$ cat config.mk
export PLATFORM = sky130hd
export DESIGN_NAME = id_stage_pipe
export DESIGN_NICKNAME = d
export VERILOG_FILES = /design/src/rtl/id_stage_pipe.sv
export SDC_FILE = /design/constraint.sdc
export NUM_CORES = 2
export LEC_CHECK = 0
export CAP_MARGIN = 10
export CORE_ASPECT_RATIO = 1.25
export CORE_MARGIN = 8
export CORE_UTILIZATION = 60
export CTS_BUF_LIST = sky130_fd_sc_hd__clkbuf_4
export CTS_CLUSTER_SIZE = 28
export DETAILED_ROUTE_END_ITERATION = 8
export PLACE_DENSITY = 0.86
export SKIP_LAST_GASP = 1
export SYNTH_ARGS = -nofsm -noshare
export SYNTH_HDL_FRONTEND = slang
export SYNTH_SLANG_ARGS = --single-unit
$ cat constraint.sdc
create_clock -name clk -period 4.1 [get_ports clk]
set_input_delay 1.23 -clock clk [delete_from_list [all_inputs] [get_ports clk]]
set_output_delay 1.23 -clock clk [all_outputs]
set_load 0.05 [all_outputs]
$ cat src/rtl/id_stage_pipe.sv
// RV32 decode stage: control decode, regfile, immediates, ID/EX register; optional WB bypass under ID_WB_BYPASS_EN.
// Latency: 1 cycle from IF accept to ex_valid; load-use costs one bubble, WB conflict stalls one cycle without bypass.
// Backpressure: if_ready drops on hazard or when the held ID/EX entry is not consumed; payload holds while stalled.
module id_stage_pipe #(
    parameter int XLEN  = 32,
    parameter int NREGS = 32
) (
    input  logic            clk,
    input  logic            rst_n,
    input  logic            flush,
    input  logic            if_valid,
    output logic            if_ready,
    input  logic [31:0]     if_instr,
    input  logic [XLEN-1:0] if_pc,
    input  logic            wb_we,
    input  logic [4:0]      wb_rd,
    input  logic [XLEN-1:0] wb_data,
    output logic            ex_valid,
    input  logic            ex_ready,
    output logic [XLEN-1:0] ex_pc,
    output logic [XLEN-1:0] ex_rs1_data,
    output logic [XLEN-1:0] ex_rs2_data,
    output logic [XLEN-1:0] ex_imm,
    output logic [4:0]      ex_rs1,
    output logic [4:0]      ex_rs2,
    output logic [4:0]      ex_rd,
    output logic [8:0]      ex_ctrl
);
    localparam int IW = (NREGS > 1) ? $clog2(NREGS) : 1;

    function automatic logic in_range(input logic [4:0] idx);
        return 32'(idx) < NREGS;
    endfunction

    logic [4:0]      rs1_idx, rs2_idx, rd_idx;
    logic [XLEN-1:0] imm_i, imm_s, imm_b, imm_d;
    logic [8:0]      ctrl_raw, ctrl_d;
    logic            op_legal, use_rs1, use_rs2, use_rd, illegal, rs1_used, rs2_used;
    logic [XLEN-1:0] rs1_data_d, rs2_data_d;
    logic            wb_fire, wb_hit1, wb_hit2, hazard_lu, hazard_wb, accept;
    logic            unused_funct3;

    logic [XLEN-1:0] rf_q [NREGS];

    logic            ex_valid_q;
    logic [XLEN-1:0] ex_pc_q, ex_rs1_data_q, ex_rs2_data_q, ex_imm_q;
    logic [4:0]      ex_rs1_q, ex_rs2_q, ex_rd_q;
    logic [8:0]      ex_ctrl_q;

    assign rs1_idx       = if_instr[19:15];
    assign rs2_idx       = if_instr[24:20];
    assign rd_idx        = if_instr[11:7];
    assign unused_funct3 = ^if_instr[14:12];

    assign imm_i = {{(XLEN-12){if_instr[31]}}, if_instr[31:20]};
    assign imm_s = {{(XLEN-12){if_instr[31]}}, if_instr[31:25], if_instr[11:7]};
    assign imm_b = {{(XLEN-13){if_instr[31]}}, if_instr[31], if_instr[7], if_instr[30:25], if_instr[11:8], 1'b0};

    // ctrl = {illegal, branch, memread, memwrite, memtoreg, alusrc, regwrite, aluop[1:0]}
    always_comb begin
        op_legal = 1'b1;
        use_rs1  = 1'b0;
        use_rs2  = 1'b0;
        use_rd   = 1'b0;
        ctrl_raw = 9'b0;
        imm_d    = '0;
        case (if_instr[6:0])
            7'b0110011: begin use_rs1 = 1'b1; use_rs2 = 1'b1; use_rd = 1'b1; ctrl_raw = 9'b0_0000_0110; end
            7'b0010011: begin use_rs1 = 1'b1; use_rd = 1'b1; ctrl_raw = 9'b0_0000_1111; imm_d = imm_i; end
            7'b0000011: begin use_rs1 = 1'b1; use_rd = 1'b1; ctrl_raw = 9'b0_0101_1100; imm_d = imm_i; end
            7'b0100011: begin use_rs1 = 1'b1; use_rs2 = 1'b1; ctrl_raw = 9'b0_0010_1000; imm_d = imm_s; end
            7'b1100011: begin use_rs1 = 1'b1; use_rs2 = 1'b1; ctrl_raw = 9'b0_1000_0001; imm_d = imm_b; end
            default:    op_legal = 1'b0;
        endcase
        illegal  = !op_legal || (use_rs1 && !in_range(rs1_idx)) ||
                   (use_rs2 && !in_range(rs2_idx)) || (use_rd && !in_range(rd_idx));
        ctrl_d   = illegal ? 9'b1_0000_0000 : ctrl_raw;
        rs1_used = use_rs1 && !illegal;
        rs2_used = use_rs2 && !illegal;
    end

    assign wb_fire = wb_we && (wb_rd != 5'd0) && in_range(wb_rd);
    assign wb_hit1 = wb_fire && rs1_used && (wb_rd == rs1_idx);
    assign wb_hit2 = wb_fire && rs2_used && (wb_rd == rs2_idx);

    always_comb begin
        rs1_data_d = (rs1_idx != 5'd0 && in_range(rs1_idx)) ? rf_q[rs1_idx[IW-1:0]] : '0;
        rs2_data_d = (rs2_idx != 5'd0 && in_range(rs2_idx)) ? rf_q[rs2_idx[IW-1:0]] : '0;
`ifdef ID_WB_BYPASS_EN
        if (wb_hit1) rs1_data_d = wb_data;
        if (wb_hit2) rs2_data_d = wb_data;
        hazard_wb = 1'b0;
`else
        hazard_wb = wb_hit1 || wb_hit2;
`endif
    end

    // Only a load sitting in ID/EX can't be forwarded by EX; stall one cycle behind it.
    assign hazard_lu = ex_valid_q && ex_ctrl_q[6] && (ex_rd_q != 5'd0) &&
                       ((rs1_used && rs1_idx == ex_rd_q) || (rs2_used && rs2_idx == ex_rd_q));
    assign if_ready  = !(hazard_lu || hazard_wb) && (!ex_valid_q || ex_ready);
    assign accept    = if_valid && if_ready;

    always_ff @(posedge clk or negedge rst_n) begin
        if (!rst_n) begin
            for (int i = 0; i < NREGS; i++) rf_q[i] <= '0;
        end else if (wb_fire) begin
            rf_q[wb_rd[IW-1:0]] <= wb_data;
        end
    end

    always_ff @(posedge clk or negedge rst_n) begin
        if (!rst_n) begin
            ex_valid_q    <= 1'b0;
            ex_pc_q       <= '0;
            ex_rs1_data_q <= '0;
            ex_rs2_data_q <= '0;
            ex_imm_q      <= '0;
            ex_rs1_q      <= '0;
            ex_rs2_q      <= '0;
            ex_rd_q       <= '0;
            ex_ctrl_q     <= '0;
        end else if (flush) begin
            ex_valid_q <= 1'b0;
        end else if (!ex_valid_q || ex_ready) begin
            ex_valid_q <= accept;
            if (accept) begin
                ex_pc_q       <= if_pc;
                ex_rs1_data_q <= rs1_data_d;
                ex_rs2_data_q <= rs2_data_d;
                ex_imm_q      <= imm_d;
                ex_rs1_q      <= rs1_idx;
                ex_rs2_q      <= rs2_idx;
                ex_rd_q       <= rd_idx;
                ex_ctrl_q     <= ctrl_d;
            end
        end
    end

    assign ex_valid    = ex_valid_q;
    assign ex_pc       = ex_pc_q;
    assign ex_rs1_data = ex_rs1_data_q;
    assign ex_rs2_data = ex_rs2_data_q;
    assign ex_imm      = ex_imm_q;
    assign ex_rs1      = ex_rs1_q;
    assign ex_rs2      = ex_rs2_q;
    assign ex_rd       = ex_rd_q;
    assign ex_ctrl     = ex_ctrl_q;
endmodule

Word level (Yosys, flattened, before mapping):

Index checks and enable logic that the tools add are counted.

* divide/modulo/power cells: 0
* bitwise gates (word level): 4
* muxes and demuxes: 18
* $mul: 0
* eq/ne operators: 9
* shift-type cells: 0
* $lt $le $gt $ge: 4
* reduce and logical (&&, ||, !) cells: 29
* add/sub/neg operators: 0

Operator list (number)
* bitwise mux 1024 bit: 1
* binary-select mux 32 bit (select 5 bit): 2
* 2-to-1 mux 32 bit: 7
* demux 32 bit (select 5 bit): 1
* case mux 32 bit (3 select lines): 1
* case mux 8 bit (5 select lines): 1
* == test 5 bit: 4
* nonzero test 5 bit: 4
* greater-or-equal comparator 6 bit, second input constant: 3
* NOT 5 -> 6 bit: 3
* == test 7 x 6 -> 1 bit, second input constant: 2
* logical AND 1 bit: 14
* 2-to-1 mux 9 bit: 1
* == test 7 x 2 -> 1 bit, second input constant: 1
* == test 7 x 5 -> 1 bit, second input constant: 1
* == test 7 bit, second input constant: 1
* < comparator 6 x 1 -> 1 bit, second input constant: 1
* OR reduction 5 bit: 1
* logical OR 1 bit: 4
* 2-to-1 mux 1 bit: 4
* AND reduction 3 bit: 1
* OR reduction 3 bit: 1
* logical NOT 1 bit: 2
* nonzero test 2 bit: 1
* 2 further kinds: 2

* word-level logic and storage cells: 105
* memories kept: 0
* latch bits: 0
* register bits: 1177
* bits in read-only memories: 0
* bits in writable memories: 0
* input port bits: 107

Logic depth before layout (Yosys ltp):

* depth in word-level cells: 13
* depth in mapped cells: 10

Worst setup path before layout:

OpenSTA, ideal clock, no wires.

* path type: input to output
* from: input port wb_rd[3]
* to: output port if_ready
* path buffers: 1
* arrival time: 2684 ps
* path slack: 186 ps
* stages: 6
* required time: 2870 ps
* cell sequence: buf_2 nor3_2 a21boi_0 nand4_1 o211ai_1 nor2_1

* longest elaborated chain between the ends: 8

RTL lines
* start: declaration: line 16 `input logic [4:0] wb_rd,`
* nonzero test 5 bit: line 82 `assign wb_fire = wb_we && (wb_rd != 5'd0) && in_range(wb_rd);`
* logical AND 1 bit: line 82
* logical AND 1 bit, on equally long branches (2 in a row): line 83, 84
* logical OR 1 bit *: line 94 `hazard_wb = wb_hit1 || wb_hit2;`
* logical OR 1 bit *: line 101 `assign if_ready = !(hazard_lu || hazard_wb) && (!ex_valid_q || ex_ready);`
* logical NOT 1 bit *: line 101
* logical AND 1 bit *: line 101
* end: declaration: line 12 `output logic if_ready,`

Every way passes the cells marked *; elsewhere a longest branch is shown, timed or not.

Final worst setup path:

* from: register ex_rd_q[1] (netlist: ex_rd[1])
* to: output port if_ready

* longest elaborated chain between the ends: 7

RTL lines
* start: declaration: line 47 `logic [4:0] ex_rs1_q, ex_rs2_q, ex_rd_q;`
* start signal: assignment: line 134 `ex_rd_q <= rd_idx;`
* == test 5 bit: line 100 `((rs1_used && rs1_idx == ex_rd_q) || (rs2_used && rs2_idx == ex_rd_q));`
* logical AND 1 bit: line 100
* logical OR 1 bit: line 100
* logical AND 1 bit *: line 99 `assign hazard_lu = ex_valid_q && ex_ctrl_q[6] && (ex_rd_q != 5'd0) &&`
* logical OR 1 bit *: line 101
* logical NOT 1 bit *: line 101
* logical AND 1 bit *: line 101

Marked as above.

==> flow_summary.yaml <==
die:
  die_area_mm2: 0.109
  rows: 129
  initial_utilization_pct: 60.1
  fp.dieW_um: 297
  die_h_um: 367
  boundaryPins: 261
  core_mm2: 0.0985
clock_tree:
  numClockSinks: 1157
  clock_latency_ns: 1.24
  root_buffer: "clkbuf_4"
  cts_inserted_buffers: 297
  cts_tree: "done"
  cts_buffer_depth: 4
  cts_htree_levels: 5
  clk_pin_slew_ns: 0.07
critical_path:
  rrSetupSlack_ns: 1.37
  arrival_ns: 2.81
  crit_path_end: "if_ready"
  reg2regPathDepth: 8
  regToRegEndpoint: "ex_rs2_data[8]"
  cp_max_fo: 5
  required_ns: 2.87
  crit_path_start: "ex_rd[1]"
  startpoint_type: "flip-flop"
  rr_startpoint: "ex_rd[1]"
  crit_path_end_kind: "primary output"
  path_class: "flip-flop to primary output"
logic_synthesis:
  syn_nets: 4111
  syn_inst: 4004
  ys_seq_area_share_pct: 48.9
  netlist-cell-type-count: 46
  synth-seq-cells: 1157
  synth_area_mm2: 0.0592
  yosys_warnings: 0
  syn_area_per_cell_um2: 14.8
sta:
  relSlewSlack_pct: 18.0
  hold_violations: 0
  setup_viol: 0
  timing.fmax_mhz: 248
  tightest_slew_ns: 1.23
  skew_ns: 0.0833
  drv_slew: 0
  rsz0062_at_grt: "true"
  period_needed_ns: 4.04
  min_period_over_period_pct: 98.5
final_layout:
  area_delta_synth_final_pct: 14.7
  final_common_cell: "dfrtp_1"
  final_cell_mix: "dfrtp_1 (1155), mux2_2 (1079), mux4_2 (431)"
  instances_no_fill: 5831
  drive_gt1_share_pct: 49.6
  nets: 4450
  fillCellCount: 6352
worst_hold_path:
  holdCritPathClass: "flip-flop to flip-flop"
drt:
  drt_first_pass_iters: 7
  m1WireLength_um: 64400
  routed-wl-met2_um: 81300
  dr_wl_met3_um: 21200
  totalWireLength_um: 177000
  drc: 0
  initialDrtViolationCount: 4817
  drtAntennaViolNets: 0
  wl_per_cell_um: 30.3
  top_layer_used: "met5"
  vias_per_cell: 7.02
  num_vias: 40922
global_routing:
  antenna_found_initial: 9
  grt_pass1_vias: 43216
  gr-total-overflow: 0
  grt_pass1_wl_um: 267000
  track_usage_pct: 32.0
  grt_start_max_net_pins: 130
place:
  port_buffers: 257
  gp_congestion: 0.876
  place_inst: 5347
  hpwl_um: 108000
power:
  powerDensity_mw_per_mm2: 475
  switching_share_pct: 30.4
  p_leak_nw: 29.9
  peakVddDrop_v: 0.000281
  power_mw: 32.2
  clockPowerShare_pct: 28.7
  power_frac_seq_pct: 47.2
  switchingPower_mw: 9.80
  combPwrFrac_pct: 24.0
  p_int_mw: 22.4
flow_run:
  max-cap-violations: 0
run_status:
  status: "finished clean"
-- stage by stage --
stage	hold slack (ns)	setup WS (ns)	TNS, ns	util [%]	cell area (µm²)
2_1_floorplan	0.441	0.186	0	-	59200
5_1_grt	0.412	-0.0753	-0.0753	68.9	67900
3_3_place_gp	0.377	-0.135	-0.259	65.4	64400
3_5_place_dp	0.382	-0.112	-0.293	65.4	64400
4_1_cts	0.386	-0.0776	-0.0776	68.8	67800
6_report	0.395	0.0609	0	68.9	67900
-- worst max-delay path, cell delays in order, from the launching register on --
cell      delay, ns
dfrtp_2        0.44
or4_1          0.52
o211ai_1       0.24
a21oi_2        0.07
nor2_2         0.14
buf_6          0.18
-- cell families after synthesis --
kind of cell | share of synthesized area, %
AO/OA/AOI/OAI | 4.02
flip-flops | 48.9
XOR/XNOR | 0.296
multiplexers | 41.0
buffers and inverters | 3.38
AND/OR/NAND/NOR | 2.38
-- sequential cells by signal, summed over array words and instances (netlist names) --
| name | flops |
|---|---|
| ex_pc | 32 |
| ex_imm | 13 |
| ex_rs1 | 5 |
| ex_rs2 | 5 |
| ex_rd | 5 |
| ex_ctrl | 8 |
| ex_valid | 1 |
| ex_rs2_data | 32 |
| ex_rs1_data | 32 |
| rf_q | 1024 |
-- metal layers --
layer / up-vias / global-route usage [%]
met5: - / 0
met3: 624 / 11.0
met1: 21373 / 40.8
met2: 2739 / 48.4
met4: 4 / 17.7
li1: 16182 / -
-- worst min path at each step --
stage,from,to,slack [ns],depth (start not counted)
floorplan,rf_q[1000],rf_q[1000],0.44,1
global placement,rf_q[1021],rf_q[1021],0.38,0
detailed placement,rf_q[1004],rf_q[1004],0.38,0
CTS,if_instr[21],ex_rs2[1],0.39,2
global route,rf_q[1003],rf_q[1003],0.41,0
finish,rf_q[994],rf_q[994],0.40,0
-- timing repair --
| item | 4_1_cts | 5_1_grt |
|---|---|---|
| hold buffers | 1 | 0 |
| hold endpoints to repair | 22 | 0 |
| gates resized for setup | 23 | 11 |
| pin swaps | 0 | 6 |
| endpoints found under the setup margin | 21 | 1 |
| buffers inserted | 0 | 5 |
-- cell usage after synthesis (all sizes together) --
| cell | number | area, µm² |
|---|---|---|
| nand4 | 4 | 25.0 |
| nor2 | 42 | 158 |
| a22oi | 93 | 698 |
| a22o | 38 | 333 |
| o221ai | 32 | 280 |
| or2 | 1 | 6.26 |
| nor3 | 72 | 365 |
| nor4b | 1 | 23.8 |
| inv | 12 | 45.0 |
| mux2 | 1115 | 12600 |
| xor2 | 11 | 96.3 |
| nor4bb | 1 | 10.0 |
| a211oi | 32 | 240 |
| and3 | 27 | 169 |
| a31oi | 8 | 50.1 |
| a21oi | 14 | 70.1 |
| a21boi | 1 | 7.51 |
| o21ai | 3 | 15.0 |
| and3b | 1 | 8.76 |
| nor2b | 7 | 43.8 |
| a221oi | 11 | 96.3 |
| mux2i | 201 | 2010 |
| nand2b | 6 | 37.5 |
| nand2 | 103 | 387 |
| o21bai | 1 | 7.51 |
| nand3b | 4 | 30.0 |
| or4 | 1 | 7.51 |
| nand3 | 11 | 55.1 |
| and2 | 5 | 31.3 |
| clkbuf | 281 | 1060 |
| dfrtp | 1157 | 29000 |
| o22ai | 57 | 357 |
| or3b | 1 | 8.76 |
| o211ai | 2 | 15.0 |
| nor3b | 4 | 30.0 |
| mux4 | 431 | 9710 |
| a2111oi | 24 | 210 |
| buf | 179 | 898 |
| xnor2 | 9 | 78.8 |
| nand4bb | 1 | 11.3 |
-- layout make-up --
| class | count | area (µm²) | share of cell area [%] |
|---|---|---|---|
| Clock buffer | 411 | 3090 | 4.55 |
| Sequential cell | 1157 | 29000 | 42.7 |
| Inverter | 12 | 45.0 | 0.0664 |
| Tap cell | 1310 | 1640 | 2.42 |
| Clock inverter | 58 | 248 | 0.365 |
| Timing Repair Buffer | 500 | 5380 | 7.93 |
| Antenna cell | 8 | 20.0 | 0.0295 |
| Multi-Input combinational cell | 2375 | 28500 | 42.0 |
-- power by group through the flow --
stage	Combinational, mW	Sequential, mW	Clock, mW
final	7.74	15.2	9.26
after global routing	8.15	15.4	10.0
after CTS	7.71	15.1	9.40
after detailed placement	7.68	15.3	0
after global placement	7.45	15.1	0
after floorplan	4.64	15.7	0
Note: power is estimated with default switching activity, not from simulation.
